### config.mk
export PLATFORM = sky130hd
export DESIGN_NAME = mac_unit_bitserial_acc
export DESIGN_NICKNAME = d
export VERILOG_FILES = /design/src/rtl/mac_unit_bitserial_acc.sv
export SDC_FILE = /design/constraint.sdc
export NUM_CORES = 1
export LEC_CHECK = 0
export CORE_UTILIZATION = 55
export CTS_BUF_LIST = sky130_fd_sc_hd__clkbuf_4
export CTS_CLUSTER_SIZE = 24
export DETAILED_ROUTE_END_ITERATION = 6
export PLACE_DENSITY = 0.82
export SYNTH_ARGS = -nofsm -noshare
export SYNTH_HDL_FRONTEND = slang
export SYNTH_SLANG_ARGS = --single-unit
### constraint.sdc
create_clock -name clk -period 11.2 [get_ports clk]
set_input_delay 2.8 -clock clk [delete_from_list [all_inputs] [get_ports clk]]
set_output_delay 2.8 -clock clk [all_outputs]
set_load 0.05 [all_outputs]
### src/rtl/mac_unit_bitserial_acc.sv
// Bit-serial dot-product MAC. Consumes one weight magnitude bit-column per handshake, MSB first,
// and accumulates the shifted lane sum into a full-precision signed result.
module mac_unit_bitserial_acc #(
  parameter int DATA_WIDTH = 8,
  parameter int VEC_LENGTH = 16,
  parameter int MAX_WBITS  = 8,
  parameter int ACC_WIDTH  = 32
) (
  input  logic                               clk,
  input  logic                               reset,
  input  logic                               start,
  input  logic                               load_accum,
  input  logic [ACC_WIDTH-1:0]               accum_prev,
  input  logic [$clog2(MAX_WBITS+1)-1:0]     w_prec,
  input  logic [VEC_LENGTH*DATA_WIDTH-1:0]   act_in,
  input  logic [VEC_LENGTH-1:0]              sign,
  input  logic                               col_valid,
  input  logic [VEC_LENGTH-1:0]              w_bit,
  output logic                               col_ready,
  output logic [$clog2(MAX_WBITS)-1:0]       col_idx,
  output logic                               busy,
  output logic                               out_valid,
  input  logic                               out_ready,
  output logic [ACC_WIDTH-1:0]               result
);

  localparam int WP_W   = $clog2(MAX_WBITS + 1);
  localparam int CI_W   = $clog2(MAX_WBITS);
  localparam int LANE_W = DATA_WIDTH + 1;
  localparam int SUM_W  = LANE_W + $clog2(VEC_LENGTH);

  typedef enum logic [1:0] {IDLE, RUN, DONE} state_t;

  // One extra bit so that negating the most negative activation stays exact.
  function automatic logic signed [LANE_W-1:0] lane_val(input logic [DATA_WIDTH-1:0] a,
                                                        input logic b, input logic s);
    logic signed [LANE_W-1:0] x;
    x = {a[DATA_WIDTH-1], a};
    if (!b) return '0;
    return s ? -x : x;
  endfunction

  // Pairwise reduction; each level may grow by one bit, SUM_W covers the full tree.
  function automatic logic signed [SUM_W-1:0] tree_sum(input logic [VEC_LENGTH*LANE_W-1:0] lanes);
    logic signed [SUM_W-1:0] node [VEC_LENGTH];
    for (int j = 0; j < VEC_LENGTH; j++)
      node[j] = SUM_W'($signed(lanes[j*LANE_W +: LANE_W]));
    for (int n = VEC_LENGTH; n > 1; n = n / 2)
      for (int i = 0; i < n / 2; i++)
        node[i] = node[2*i] + node[2*i+1];
    return node[0];
  endfunction

  state_t                          state_q, state_d;
  logic signed [ACC_WIDTH-1:0]     acc_q, acc_d;
  logic [VEC_LENGTH*DATA_WIDTH-1:0] act_q, act_d;
  logic [VEC_LENGTH-1:0]           sign_q, sign_d;
  logic [CI_W-1:0]                 col_idx_q, col_idx_d;
  logic                            col_ready_q, col_ready_d;
  logic                            out_valid_q, out_valid_d;
  logic                            busy_q, busy_d;

  logic [VEC_LENGTH*LANE_W-1:0]    lanes;
  logic signed [SUM_W-1:0]         psum;
  logic signed [ACC_WIDTH-1:0]     psum_ext;
  logic signed [ACC_WIDTH-1:0]     col_term;
  logic [WP_W-1:0]                 p_eff;

  always_comb begin
    lanes = '0;
    for (int j = 0; j < VEC_LENGTH; j++)
      lanes[j*LANE_W +: LANE_W] = lane_val(act_q[j*DATA_WIDTH +: DATA_WIDTH], w_bit[j], sign_q[j]);
  end

  assign psum     = tree_sum(lanes);
  assign psum_ext = ACC_WIDTH'(psum);
  assign col_term = psum_ext <<< col_idx_q;
  assign p_eff    = (w_prec > WP_W'(MAX_WBITS)) ? WP_W'(MAX_WBITS) : w_prec;

  always_comb begin
    state_d     = state_q;
    acc_d       = acc_q;
    act_d       = act_q;
    sign_d      = sign_q;
    col_idx_d   = col_idx_q;
    col_ready_d = col_ready_q;
    out_valid_d = out_valid_q;
    busy_d      = busy_q;
    case (state_q)
      IDLE: begin
        if (start) begin
          act_d  = act_in;
          sign_d = sign;
          acc_d  = load_accum ? accum_prev : '0;
          busy_d = 1'b1;
          if (p_eff == '0) begin
            state_d     = DONE;
            out_valid_d = 1'b1;
            col_idx_d   = '0;
          end else begin
            state_d     = RUN;
            col_ready_d = 1'b1;
            col_idx_d   = CI_W'(p_eff - WP_W'(1));
          end
        end
      end
      RUN: begin
        if (col_valid) begin
          acc_d = acc_q + col_term;
          if (col_idx_q == '0) begin
            state_d     = DONE;
            col_ready_d = 1'b0;
            out_valid_d = 1'b1;
          end else begin
            col_idx_d = col_idx_q - CI_W'(1);
          end
        end
      end
      DONE: begin
        if (out_ready) begin
          state_d     = IDLE;
          out_valid_d = 1'b0;
          busy_d      = 1'b0;
        end
      end
      default: begin
        state_d     = IDLE;
        col_ready_d = 1'b0;
        out_valid_d = 1'b0;
        busy_d      = 1'b0;
      end
    endcase
  end

  always_ff @(posedge clk or posedge reset) begin
    if (reset) begin
      state_q     <= IDLE;
      acc_q       <= '0;
      act_q       <= '0;
      sign_q      <= '0;
      col_idx_q   <= '0;
      col_ready_q <= 1'b0;
      out_valid_q <= 1'b0;
      busy_q      <= 1'b0;
    end else begin
      state_q     <= state_d;
      acc_q       <= acc_d;
      act_q       <= act_d;
      sign_q      <= sign_d;
      col_idx_q   <= col_idx_d;
      col_ready_q <= col_ready_d;
      out_valid_q <= out_valid_d;
      busy_q      <= busy_d;
    end
  end

  assign col_ready = col_ready_q;
  assign col_idx   = col_idx_q;
  assign busy      = busy_q;
  assign out_valid = out_valid_q;
  assign result    = acc_q;

endmodule

## After elaboration in Yosys (flattened, before gate mapping)

Cells that the tools add are included.

- Output and inout port bits: 38
- Input port bits: 202
- Register bits: 184
- Word-level logic and storage cells: 127

- Bitwise operators: 2
- Shifts and indexed selects: 1
- Reduce and logical (&&, ||, !) cells: 11
- $add $sub $neg: 34
- Muxes and demuxes: 61
- Eq/ne operators: 9
- Magnitude comparators: 1

Operators with widths:

| operator | number |
|---|---|
| $mux 9 | 32 |
| $neg 8->9 | 16 |
| $mux 32 | 3 |
| $add 9x9->10 | 8 |
| $pmux 32 s2 | 1 |
| $add 10x10->11 | 4 |
| $add 32x32->32 | 1 |
| $sshl 13x3->32 | 1 |
| $add 11x11->12 | 2 |
| $ne 2x2->1 const B | 7 |
| $add 12x12->13 | 1 |
| $mux 3 | 4 |
| $mux 1 | 10 |
| $mux 2 | 5 |
| $reduce_and 5->1 | 2 |
| $pmux 1 s3 | 3 |
| $reduce_and 4->1 | 2 |
| $pmux 2 s3 | 1 |
| $pmux 3 s2 | 1 |
| $reduce_and 3->1 | 2 |
| $sub 3x1->3 const B | 2 |
| $gt 4x4->1 const B | 1 |
| $logic_not 4->1 | 1 |
| $mux 4 | 1 |
| 7 further kinds | 8 |

## Logic depth before layout (Yosys ltp)

Gate-level depths: netlist (run 1).

- Word-level depth: 11
- Depth in mapped cells: 40
- Depth with buffers taken out: 40

## Worst setup path after synthesis (run 1)

No wires, ideal clock.

- Kind: in2reg
- Start point: in w_bit[6]
- End point: reg acc_q[24] (netlist: result[24])
- Data required time: 11.118 ns
- Data arrival time: 10.390 ns
- Setup slack: 0.729 ns
- Path buffers: 1
- Stages on the path: 33
- Setup time: 0.082 ns
- Path through: clkbuf_1 -> nand2_1 -> fa_1 -> inv_1 -> fa_1 -> fa_1 -> fa_1 -> inv_1 -> fa_1 -> inv_1 -> fa_1 -> ha_1 -> fa_1 -> a21o_1 -> a22o_1 -> o41ai_4 -> o21bai_2 -> a21oi_2 -> xor2_2 -> inv_2 -> nor2_1 -> nor3_1 -> o21bai_1 -> ha_1 -> a21o_1 -> a21o_1 -> a21oi_1 -> o21a_1 -> o31ai_4 -> a22oi_2 -> a311oi_1 -> mux2_2 -> a31oi_1

- Word-level cells in the longest chain between the ends: 9

Ends and longest elaborated chain:

| item | RTL line | text |
|---|---|---|
| from (decl) | 18 | `input logic [VEC_LENGTH-1:0] w_bit,` |
| $mux 9 | 40 | `return s ? -x : x;` |
| $add 9x9->10 | 50 | `node[i] = node[2*i] + node[2*i+1];` |
| $add 10x10->11 | 50 |  |
| $add 11x11->12 | 50 |  |
| $add 12x12->13 | 50 |  |
| $sshl 13x3->32 | 77 | `assign col_term = psum_ext <<< col_idx_q;` |
| $add 32x32->32 | 109 | `acc_d = acc_q + col_term;` |
| $mux 32 | 108 | `if (col_valid) begin` |
| $pmux 32 s2 | 89 | `case (state_q)` |
| to (signal assigned) | 138 | `acc_q <= '0;` |
| to (signal assigned) | 147 | `acc_q <= acc_d;` |
| to (decl) | 55 | `logic signed [ACC_WIDTH-1:0] acc_q, acc_d;` |

No other way between the ends. The select of a mux whose other input is x is not followed.
A chain may end at the register's enable or synchronous reset.

## Worst setup path after layout (run 1)

- Start point: in w_bit[0]
- End point: reg acc_q[24] (netlist: result[24])

The elaborated chain is that of the path after synthesis.

==> results of run 1 <==
## stage by stage
step	utilization	area, sq um
final	0.667	19300
after global routing	0.667	19300
after CTS	0.667	19300
after detailed placement	0.659	19100
after global placement	0.659	19100
after floorplan	-	16300
## registers in the layout, summed over array words and instances (netlist names)
| signal | flops |
|---|---|
| sign_q | 16 |
| col_ready | 1 |
| result | 32 |
| busy | 1 |
| act_q | 128 |
| out_valid | 1 |
| state_q | 2 |
| col_idx | 3 |
## path summary, 6_finish.rpt
path                            slack (ns)                      to
worst min register to register        0.51   out_valid$_DFFE_PP0P_
worst min-delay path                  0.51   out_valid$_DFFE_PP0P_
min in group asynchronous             2.52   act_q[20]$_DFFE_PP0P_
max in group asynchronous             7.40   act_q[97]$_DFFE_PP0P_
worst max-delay path                  0.57  result[24]$_DFFE_PP0P_
worst max register to register        1.84  result[24]$_DFFE_PP0P_
## area by class of cell
| type | instances | share of cell area |
|---|---|---|
| tap | 384 | 0.0249 |
| inverter | 187 | 0.0366 |
| timing repair buffer | 265 | 0.134 |
| antenna | 1 | 0.000130 |
| clock buffer | 19 | 0.00739 |
| clock inverter | 13 | 0.00434 |
| sequential | 184 | 0.238 |
| multi-input combinational | 1306 | 0.554 |
## placed cells by master, fill, tap and decap left out, types with 6 or more instances in the layout
master,synthesis,final
a31oi_1,26,26
and3_1,13,13
or3_1,18,18
a21o_1,18,18
nand3_1,21,21
nor2b_1,28,26
a21boi_0,9,9
nand2b_1,35,35
a311oi_1,6,6
xnor2_1,119,119
dfrtp_1,184,184
clkbuf_4,0,19
ha_1,67,67
nand2_1,229,229
nor3_1,21,21
buf_4,1,26
mux2i_1,23,23
mux2_2,117,117
a221oi_1,6,6
a21oi_1,58,58
o31ai_1,28,28
nor2_1,96,96
clkdlybuf4s50_1,0,239
fa_1,135,135
inv_1,184,183
nor3b_1,8,8
xor2_1,12,12
o21ai_0,95,95
and2_1,58,58
## routing by layer
layer / track usage / wire length, microns / vias up / part of all wire
met1: 0.371 / 17700 / 6247 / 0.44
met4: 0.0819 / 903 / 0 / 0.023
met5: 0 / 0 / - / 0
met3: 0.0462 / 1730 / 53 / 0.043
met2: 0.473 / 19700 / 323 / 0.49
li1: - / - / 6225 / -
## cell usage after synthesis, types with 6 or more instances
cell type / number
and2_1: 58
nor2_1: 96
mux2i_1: 23
inv_1: 184
nor2b_1: 28
xnor2_1: 119
or3_1: 18
a21boi_0: 9
mux2_2: 117
a21oi_1: 58
and3_1: 13
a31oi_1: 26
nor3b_1: 8
nand3_1: 21
nor3_1: 21
nand2b_1: 35
fa_1: 135
a21o_1: 18
o21ai_0: 95
ha_1: 67
clkbuf_1: 61
o31ai_1: 28
dfrtp_1: 184
buf_2: 8
xor2_1: 12
a221oi_1: 6
a311oi_1: 6
nand2_1: 229
## logic make-up (layout without fill, tap and decap cells)
logic type                 after synthesis  count (layout)  share of synthesized area
and+or+nand+nor                        538             538                      0.155
AOI/OAI and AO/OA                      292             292                      0.116
buffers and inverters                  260             484                     0.0608
adders and majority gates              202             202                      0.217
DFF                                    184             184                      0.283
muxes                                  141             141                     0.0964
xor gates and xnor gates               133             133                     0.0724
other                                    0               1                          0
## critical path, delay by kind of cell
kind / cells / cell delay (ns)
mux: 1 / 0.37
xor+xnor: 1 / 0.25
buf+inv: 4 / 0.69
fa+ha+maj: 9 / 4.21
compound gates: 10 / 2.09
simple gates: 5 / 0.79
==> summary.md, run 1 <==
| Metric | Value |
|---|---|
| Status | `completed` |
| Critical R2R Launch | `act_q[9]$_DFFE_PP0P_` |
| Clock Skews | `0.0287 ns` |
| Critical Path Start | `w_bit[0]` |
| Min-delay src | `out_valid$_DFFE_PP0P_` |
| Worst EP arrival | `11.21 ns` |
| WS Path Type | `primary input to flip-flop` |
| Setup WS post-layout | `~0.57 ns` |
| Initial antenna violation count | `1` |
| Core Rows | `62` |
| Final nets | `between 2000 and 2500` |
| Setup tns final | `0 ns` |
| Vias | `roughly 13000` |
| # hold bufs at CTS | `0` |
| Worst reg-to-reg path cell count | `32` |
| RSZ-0062 raised after global routing | `false` |
| Inst Count DP | `between 2000 and 2500` |
| Synth warn | `0` |
| Initial DRC count | `approximately 860` |
| Async SR Flop Fraction | `1.00` |
| Fin cells | `about 2400` |
| Residual DRC | `0` |
| Dpl hpwl | `32.5 mm` |
| Max_cap viols | `0` |
| Core footprint | `28900 sq um` |
| Top cells by area, synth | `dfrtp_1 28%, fa_1 17%, mux2_2 8.1%` |
| Initial Util | `0.563` |
| Total Routed Length | `40.1 mm` |
| Detail Route Antenna Nets | `0` |
| Final Setup Violations | `0` |
| Critical Path Max Stage Delay | `~0.55 ns` |
| CTS Root Cell | `clkbuf_4` |
| Yosys top cell by area | `dfrtp_1` |
| Overall routing resource usage | `0.280` |
| Final Hold Fails | `0` |
| Slew HR | `0.335` |
| First-pass GRT wire length | `67.5 mm` |
| Share of post-route cells with drive strength above 1 | `0.0973` |
| FF+latch area | `4600 sq um` |
| Top_reg_cell synth | `dfrtp_1` |
| Clock Latency Late Sink | `about 0.66 ns` |
| GPL Wtd Cong | `0.886` |
| Post-layout min period | `10.63 ns` |
| Die area | `a little over 30000 sq um` |
| H-tree levels | `4` |
| Post-CTS Resized | `0` |
| Mapped Cells | `between 1500 and 2000` |
| Mapped cell area | `about 16000 sq um` |
| Pre-CTS setup slack | `-0.0419 ns` |
| Growth of design area from synthesis to finish | `18.6%` |
| Critical path peak fanout | `9` |
| Number of global-route vias before repair | `approximately 13000` |
| Critical Path RT | `11.78 ns` |
| Number of synthesized flops with an enable pin | `0` |
| Clock sinks | `184` |
| Worst Max-Slew Pin Slew | `about 1 ns` |
| Chip width | `roughly 170 microns` |
| CP Capture Type | `flip-flop` |
| Overflow after GRT | `0` |
| # Post-CTS Setup Buffers | `0` |
| 1st-pass router iterations | `5` |
| Fillcell total | `between 2000 and 2500` |
| Period utilisation layout | `0.949` |
| Seq cells post-synth | `184` |
| Max Freq | `between 0.09 and 0.1 GHz` |
| Critical path launch point type | `primary input` |
| Yosys cell types | `67` |
| Syn Area/Cell | `between 9 and 10 sq um` |
| Largest net degree at the start of global routing | `93` |
| CTS tree | `built` |
| CTS buffer count | `17` |
| Number of port buffers | `around 240` |
| Routed wire per std cell | `~17 microns` |
| Slowest cell on the critical path | `fa_1` |
| Die height | `around 170 microns` |
| Via-to-Cell Ratio | `between 5 and 6` |
| Worst-path clk slew | `roughly 0.15 ns` |
| Share of the synthesized area in the top cell type | `0.283` |
| WHS Path Cells | `1` |
| CP most frequent cell | `fa_1` |
| I/O pins | `240` |
| Clk buf depth | `2` |
| Multi-input gate area | `10700 sq um` |
| Worst Hold Class | `flip-flop to flip-flop` |
| Register area share after synthesis | `0.283` |
| Synth Net Count | `roughly 2200` |
| Slew Limit Fails | `0` |
| Hold_ws | `0.512 ns` |
Power of run 1 is not shown: default switching activity piles up to over one toggle a cycle in this logic, so the estimate is an artifact.
==> run 2: changes to the inputs <==
--- a/config.mk
+++ b/config.mk
@@ -5,6 +5,7 @@
 export SDC_FILE = /design/constraint.sdc
 export NUM_CORES = 1
 export LEC_CHECK = 0
+export ABC_AREA = 0
 export CORE_UTILIZATION = 55
 export CTS_BUF_LIST = sky130_fd_sc_hd__clkbuf_4
 export CTS_CLUSTER_SIZE = 24
==> results of run 2 <==
The final DEF is identical to that of run 1; final timing and power are the same.
Power of run 2 is left out for the same reason.
